==> src/rtl/wac_epp_reader_if.sv <==
// wac_epp_reader_if: bundles the capture-controller, EPP host and BRAM signals
// of the EPP sample read-back block.
//   master : driven by the environment (start, nSamples, EPP inputs, BRAM data)
//   slave  : the reader (BRAM address, EPP byte/wait, busy/done status)
interface wac_epp_reader_if;
  logic        start;
  logic [11:0] nSamples;
  logic        dataStb;
  logic        eppWrite;
  logic [1:0]  addrEpp;
  logic [11:0] busBramAddr;
  logic [11:0] busBramIn;
  logic [7:0]  eppDataOut;
  logic        eppWait;
  logic        busy;
  logic        done;

  modport master (
    output start, nSamples, dataStb, eppWrite, addrEpp, busBramIn,
    input  busBramAddr, eppDataOut, eppWait, busy, done
  );

  modport slave (
    input  start, nSamples, dataStb, eppWrite, addrEpp, busBramIn,
    output busBramAddr, eppDataOut, eppWait, busy, done
  );
endinterface

==> src/rtl/wac_epp_reader.sv <==
// wac_epp_reader: streams nSamples 12-bit BRAM samples to an EPP host as two
// bytes each (low byte, then {4'h0, high nibble}), handshaking every byte with
// eppWait.
//   clk  : system clock, rising edge
//   rstN : asynchronous active-low reset
//   bus  : slave modport of wac_epp_reader_if (start/nSamples, EPP strobe,
//          direction and address, BRAM address/data, eppDataOut/eppWait,
//          busy/done)
//
// state   | meaning
// IDLE    | waiting for start; host strobes answered with 8'h00
// FETCH   | BRAM latency cycle, sample captured at its end
// READY   | sample held, waiting for a qualified host strobe
// HOLD    | byte presented, eppWait high until the strobe releases
// RELEASE | advance byte pointer / sample address, or finish
module wac_epp_reader #(
  parameter int       SYNC_STAGES = 2,
  parameter bit [1:0] DATA_ADDR   = 2'd3
) (
  input logic              clk,
  input logic              rstN,
  wac_epp_reader_if.slave  bus
);

  typedef enum logic [2:0] {
    S_IDLE, S_FETCH, S_READY, S_HOLD, S_RELEASE
  } state_t;

  state_t                 r_state;
  logic [SYNC_STAGES-1:0] r_stb_sync;
  logic [SYNC_STAGES-1:0] r_wr_sync;
  logic                   r_stb_prev;
  logic [11:0]            r_count;
  logic [11:0]            r_addr;
  logic [11:0]            r_sample;
  logic                   r_byte_sel;
  logic [7:0]             r_data;
  logic                   r_wait;
  logic                   r_busy;
  logic                   r_done;
  logic                   r_pending;
  logic                   r_idle_hs;

  logic w_stb_s;
  logic w_wr_s;
  logic w_qual;
  logic w_last;

  assign w_stb_s = r_stb_sync[SYNC_STAGES-1];
  assign w_wr_s  = r_wr_sync[SYNC_STAGES-1];
  // addrEpp is stable while the raw strobe is low, so by the time the
  // synchronised fall is seen it can be sampled directly.
  assign w_qual  = r_stb_prev & ~w_stb_s & w_wr_s & (bus.addrEpp == DATA_ADDR);
  assign w_last  = (r_addr == r_count - 12'd1);

  assign bus.busBramAddr = r_addr;
  assign bus.eppDataOut  = r_data;
  assign bus.eppWait     = r_wait;
  assign bus.busy        = r_busy;
  assign bus.done        = r_done;

  always_ff @(posedge clk or negedge rstN) begin
    if (!rstN) begin
      r_stb_sync <= '1;
      r_wr_sync  <= '1;
      r_stb_prev <= 1'b1;
    end else begin
      r_stb_sync[0] <= bus.dataStb;
      r_wr_sync[0]  <= bus.eppWrite;
      for (int i = 1; i < SYNC_STAGES; i++) begin
        r_stb_sync[i] <= r_stb_sync[i-1];
        r_wr_sync[i]  <= r_wr_sync[i-1];
      end
      r_stb_prev <= w_stb_s;
    end
  end

  always_ff @(posedge clk or negedge rstN) begin
    if (!rstN) begin
      r_state    <= S_IDLE;
      r_count    <= 12'd0;
      r_addr     <= 12'd0;
      r_sample   <= 12'd0;
      r_byte_sel <= 1'b0;
      r_data     <= 8'h00;
      r_wait     <= 1'b0;
      r_busy     <= 1'b0;
      r_done     <= 1'b0;
      r_pending  <= 1'b0;
      r_idle_hs  <= 1'b0;
    end else begin
      r_done <= 1'b0;

      // A dummy handshake started in IDLE is released wherever the FSM has
      // gone since, so a start arriving mid-handshake cannot hang the host.
      if (r_idle_hs && w_stb_s) begin
        r_wait    <= 1'b0;
        r_idle_hs <= 1'b0;
      end

      case (r_state)
        S_IDLE: begin
          if (w_qual) begin
            r_data    <= 8'h00;
            r_wait    <= 1'b1;
            r_idle_hs <= 1'b1;
          end
          if (bus.start) begin
            if (bus.nSamples != 12'd0) begin
              r_count    <= bus.nSamples;
              r_addr     <= 12'd0;
              r_byte_sel <= 1'b0;
              r_busy     <= 1'b1;
              r_pending  <= 1'b0;
              r_state    <= S_FETCH;
            end else begin
              r_done <= 1'b1;
            end
          end
        end

        S_FETCH: begin
          r_sample <= bus.busBramIn;
          if (w_qual) r_pending <= 1'b1;
          r_state <= S_READY;
        end

        S_READY: begin
          if (w_qual || r_pending) begin
            r_pending <= 1'b0;
            r_data    <= r_byte_sel ? {4'h0, r_sample[11:8]} : r_sample[7:0];
            r_wait    <= 1'b1;
            r_state   <= S_HOLD;
          end
        end

        S_HOLD: begin
          if (w_stb_s) begin
            r_wait  <= 1'b0;
            r_state <= S_RELEASE;
          end
        end

        S_RELEASE: begin
          if (!r_byte_sel) begin
            r_byte_sel <= 1'b1;
            r_state    <= S_READY;
          end else if (!w_last) begin
            r_addr     <= r_addr + 12'd1;
            r_byte_sel <= 1'b0;
            r_state    <= S_FETCH;
          end else begin
            r_busy     <= 1'b0;
            r_done     <= 1'b1;
            r_addr     <= 12'd0;
            r_byte_sel <= 1'b0;
            r_state    <= S_IDLE;
          end
        end

        default: r_state <= S_IDLE;
      endcase
    end
  end

endmodule

==> src/flat_wrapper.sv <==
// flat-port wrapper written by rule: the top's interface ports become plain ports
module wac_epp_reader_flat 
#(
  parameter int       SYNC_STAGES = 2,
  parameter bit [1:0] DATA_ADDR   = 2'd3
)
  (clk, rstN, bus_start, bus_nSamples, bus_dataStb, bus_eppWrite, bus_addrEpp, bus_busBramIn, bus_busBramAddr, bus_eppDataOut, bus_eppWait, bus_busy, bus_done);
  wac_epp_reader_if bus_i ();
  input logic clk;
  input logic rstN;
  input wire logic [$bits(bus_i.start)-1:0] bus_start;
  input wire logic [$bits(bus_i.nSamples)-1:0] bus_nSamples;
  input wire logic [$bits(bus_i.dataStb)-1:0] bus_dataStb;
  input wire logic [$bits(bus_i.eppWrite)-1:0] bus_eppWrite;
  input wire logic [$bits(bus_i.addrEpp)-1:0] bus_addrEpp;
  input wire logic [$bits(bus_i.busBramIn)-1:0] bus_busBramIn;
  output wire logic [$bits(bus_i.busBramAddr)-1:0] bus_busBramAddr;
  output wire logic [$bits(bus_i.eppDataOut)-1:0] bus_eppDataOut;
  output wire logic [$bits(bus_i.eppWait)-1:0] bus_eppWait;
  output wire logic [$bits(bus_i.busy)-1:0] bus_busy;
  output wire logic [$bits(bus_i.done)-1:0] bus_done;
  assign bus_i.start = bus_start;
  assign bus_i.nSamples = bus_nSamples;
  assign bus_i.dataStb = bus_dataStb;
  assign bus_i.eppWrite = bus_eppWrite;
  assign bus_i.addrEpp = bus_addrEpp;
  assign bus_i.busBramIn = bus_busBramIn;
  assign bus_busBramAddr = bus_i.busBramAddr;
  assign bus_eppDataOut = bus_i.eppDataOut;
  assign bus_eppWait = bus_i.eppWait;
  assign bus_busy = bus_i.busy;
  assign bus_done = bus_i.done;
  wac_epp_reader #(.SYNC_STAGES(SYNC_STAGES), .DATA_ADDR(DATA_ADDR)) u_core (.clk(clk), .rstN(rstN), .bus(bus_i));
endmodule
==> config.mk <==
export PLATFORM = sky130hd
export DESIGN_NAME = wac_epp_reader_flat
export DESIGN_NICKNAME = d
export VERILOG_FILES = /design/src/rtl/wac_epp_reader_if.sv /design/src/rtl/wac_epp_reader.sv /design/src/flat_wrapper.sv
export SDC_FILE = /design/constraint.sdc
export NUM_CORES = 1
export LEC_CHECK = 0
export BUFFER_PORTS_ARGS = -buffer_cell sky130_fd_sc_hd__buf_2
export CAP_MARGIN = 5
export CORE_MARGIN = 2
export CORE_UTILIZATION = 55
export DETAILED_ROUTE_END_ITERATION = 10
export PLACE_DENSITY = 0.77
export SLEW_MARGIN = 20
export SYNTH_ARGS = -nofsm -noshare
export SYNTH_HDL_FRONTEND = slang
export SYNTH_SLANG_ARGS = --single-unit
==> constraint.sdc <==
create_clock -name clk -period 3 [get_ports clk]
set_input_delay 0.6 -clock clk [delete_from_list [all_inputs] [get_ports clk]]
set_output_delay 0.6 -clock clk [all_outputs]
set_load 0.005 [all_outputs]
==> summary.md <==
| Metric | Value |
|---|---|
| Outcome | `completed` |
| HP Class | `in -> async` |
| Core Area | `5110 sq um` |
| Post-synth ARST share | `100%` |
| Mean Syn Cell Area | `10.7 sq um` |
| Reg2reg setup slack | `470 ps` |
| Area Overhead vs Synth | `18.2%` |
| Vias in the first global route | `2258` |
| Fin. max-slew vios | `0` |
| Startpoint Class | `flop` |
| Post-route setup TNS | `0 ps` |
| H-tree depth | `3` |
| Die width | `76.9 um` |
| DIE AREA | `5910 sq um` |
| Final setup fails | `0` |
| Rel. slew slack | `58.6%` |
| Global Route Usage Sum | `23.0%` |
| Initial Utilization | `57.2%` |
| Post-CTS Setup Inserts | `0` |
| Ys Warns | `0` |
| Worst-Skew Late Latency | `340 ps` |
| Library cells used by synthesis | `44` |
| Cell taking the most area after synthesis | `dfrtp_1` |
| Prevailing post-synth register cell | `dfrtp_1` |
| CP max FO | `8` |
| RSZ-0062 raised after global routing | `false` |
| PortBufs | `53` |
| CTS tree | `yes` |
| Chip Height | `76.9 um` |
| Overflow after GRT | `0` |
| Nets | `362` |
| Seq/Total Area, Yosys | `49.9%` |
| Yosys top cell area share | `45.4%` |
| Critical path arrival | `2760 ps` |
| Fraction of layout instances using a drive strength above 1 | `31.1%` |
| DRT Pass-1 Iters | `4` |
| CTS Sinks | `58` |
| Residual DRC count | `0` |
| DP HPWL | `4.35 mm` |
| Pwr/cell area | `853 nW/um^2` |
| Post-synth net total | `306` |
| Number of buffers created by CTS | `9` |
| Crit path largest cell delay | `410 ps` |
| ANT cells | `0` |
| CTS Hold Bufs | `0` |
| # IOs | `54` |
| Post-detailed-route count of antenna-violating nets | `0` |
| Crit path capture type | `flop` |
| Fin crit share | `84.4%` |
| Synth area leaders | `dfrtp_1 45%, mux2_2 6.9%, dfstp_2 4.5%` |
| Endpoints failing hold | `0` |
| Final Util | `67.6%` |
| Final Skew | `12.2 ps` |
| Clock transition at path regs | `70 ps` |
| CTS Buffer Depth | `2` |
| Detailed Route Iter0 Violations | `217` |
| Final Wtd Congestion | `0.844` |
| Critical R2R Launch | `u_core.r_count[0]` |
| FMAX | `395 MHz` |
| Critical Path RT | `3220 ps` |
| Period minus WS final | `2530 ps` |
| Number of synthesized flops with an enable pin | `0` |
| Max-Cap Viols | `0` |
| CP bufs+invs | `1` |
| Flops & latches, synth | `58` |
| Mapped Area | `2920 sq um` |
| Largest net degree at the start of global routing | `33` |
| Max VDD drop | `0.618 mV` |
| CP Cell Sequence | `inv_1 > ha_1 > nor2b_1 > a31oi_1 > a2111oi_0 > and4b_4 > nand3_2 > a41o_1 > a22o_1` |
| Syn Inst Count | `273` |
| Cell Rows | `26` |
| Final wirelength | `5.97 mm` |
| DR vias/cell | `5.62` |
| R2r endpoint | `u_core.bus.busBramAddr[6]` |
| Clock root cell | `clkbuf_8` |
| Via count | `2271` |
| Number of gates resized after CTS | `0` |
| Critical path class | `reg -> reg` |
| Antenna violations before repair | `0` |
| Slowest cell on the critical path | `dfrtp_1` |
| First-pass GRT wire length | `10.7 mm` |
| WL per Instance | `14.8 um` |
| Pleak | `0.00164 uW` |
| Worst Tran Pin Value | `621 ps` |
| Worst reg-to-reg path cell count | `9` |
| Delay-heaviest family, CP | `compound AO/OA/AOI/OAI gates` |
-- area by class of cell --
cell class	instances	area, sq um
fill	416	1660
sequential	58	1460
multi-input combinational	198	1380
timing repair buffer	57	308
clock buffer	13	159
tap	70	87.6
clock inverter	3	40.0
inverter	5	18.8
-- cell usage after synthesis (3+ instances only) --
| cell | instances |
|---|---|
| dfrtp_1 | 53 |
| nand2_1 | 21 |
| o21ai_0 | 20 |
| mux2_2 | 18 |
| nor2_1 | 14 |
| a22o_1 | 12 |
| nor2b_1 | 12 |
| nand3_1 | 11 |
| a21oi_1 | 10 |
| and3_1 | 10 |
| clkbuf_1 | 9 |
| xor2_1 | 8 |
| a41o_1 | 7 |
| nor3_1 | 6 |
| xnor2_1 | 6 |
| dfstp_2 | 5 |
| inv_1 | 5 |
| mux2_1 | 5 |
| mux2i_1 | 4 |
| nor4_1 | 4 |
| o21ai_1 | 4 |
| and2_1 | 3 |
-- kinds of logic after synthesis --
| group | after synthesis | synth area share (%) |
|---|---|---|
| flip-flops | 58 | 49.9 |
| buffers and inverters | 17 | 2.83 |
| multiplexers | 27 | 10.2 |
| AND/OR/NAND/NOR | 92 | 17.2 |
| AO/OA/AOI/OAI | 63 | 14.8 |
| adder cells (fa/ha/maj) | 2 | 0.856 |
| XOR/XNOR | 14 | 4.20 |
-- layer usage --
layer	track usage, %	share of wire [%]	wire (um)	vias to the layer above
met5	0	0	0	-
met4	7.82	1.9	116	0
met3	7.06	5.4	320	9
met2	34.5	45	2710	59
met1	32.0	47	2820	1090
li1	-	-	-	1113
-- cells in the final DEF (no fill, tap or decap), types with 3 or more instances in the layout --
cell,instances
nor2_1,14
clkbuf_8,11
a22o_1,12
xor2_1,8
buf_2,53
xnor2_1,6
buf_4,3
a41o_1,7
and3_1,10
o21ai_0,20
nor2b_1,12
o21ai_1,4
dfrtp_1,53
mux2_1,5
a21oi_1,10
nand2_1,21
mux2i_1,4
mux2_2,18
inv_1,5
nor4_1,4
nand3_1,11
dfstp_2,5
and2_1,3
nor3_1,6
-- power by group --
part	internal, uW	total (uW)	leakage (uW)	switching, uW
sequential	1020	1280	0.000727	260
combinational	492	943	0.000808	451
clock	426	720	0.000103	294
-- through the flow --
step / area [sq um] / hold WS, ps / instances / power (uW) / setup WS, ps
after floorplan: 2920 / 304 / 273 / 1980 / 755
after global placement: 3250 / 346 / 388 / 2180 / 571
after detailed placement: 3250 / 347 / 388 / 2230 / 515
after CTS: 3450 / 280 / 404 / 2960 / 474
after global routing: 3450 / 306 / 404 / 3170 / 205
final: 3450 / 263 / 404 / 2940 / 467
-- sequential cells by signal (all words and copies together), names as in the netlist --
signal and flops:
u_core.r_count 12, u_core.r_sample 12, u_core.r_state 3, u_core.r_pending 1, u_core.r_stb_prev 1, u_core.r_wr_sync 2, u_core.r_idle_hs 1, u_core.bus.busBramAddr 12
u_core.bus.eppDataOut 8, u_core.r_stb_sync 2, u_core.r_byte_sel 1, u_core.bus.busy 1, u_core.bus.eppWait 1, u_core.bus.done 1
-- how the worst max path moves through the flow --
stage	end	slack, ps	cells past startpoint	startpoint
final	u_core.bus.busBramAddr[6]	470	9	u_core.r_count[0]
after global routing	u_core.bus.busBramAddr[9]	200	9	u_core.r_count[0]
after floorplan	u_core.bus.busBramAddr[8]	750	9	u_core.r_count[0]
after CTS	u_core.bus.busBramAddr[8]	470	9	u_core.r_count[0]
after detailed placement	u_core.bus.busBramAddr[11]	520	9	u_core.r_count[0]
after global placement	u_core.bus.busBramAddr[6]	570	9	u_core.r_count[0]
No activity file was read; power rests on OpenSTA's default activity.
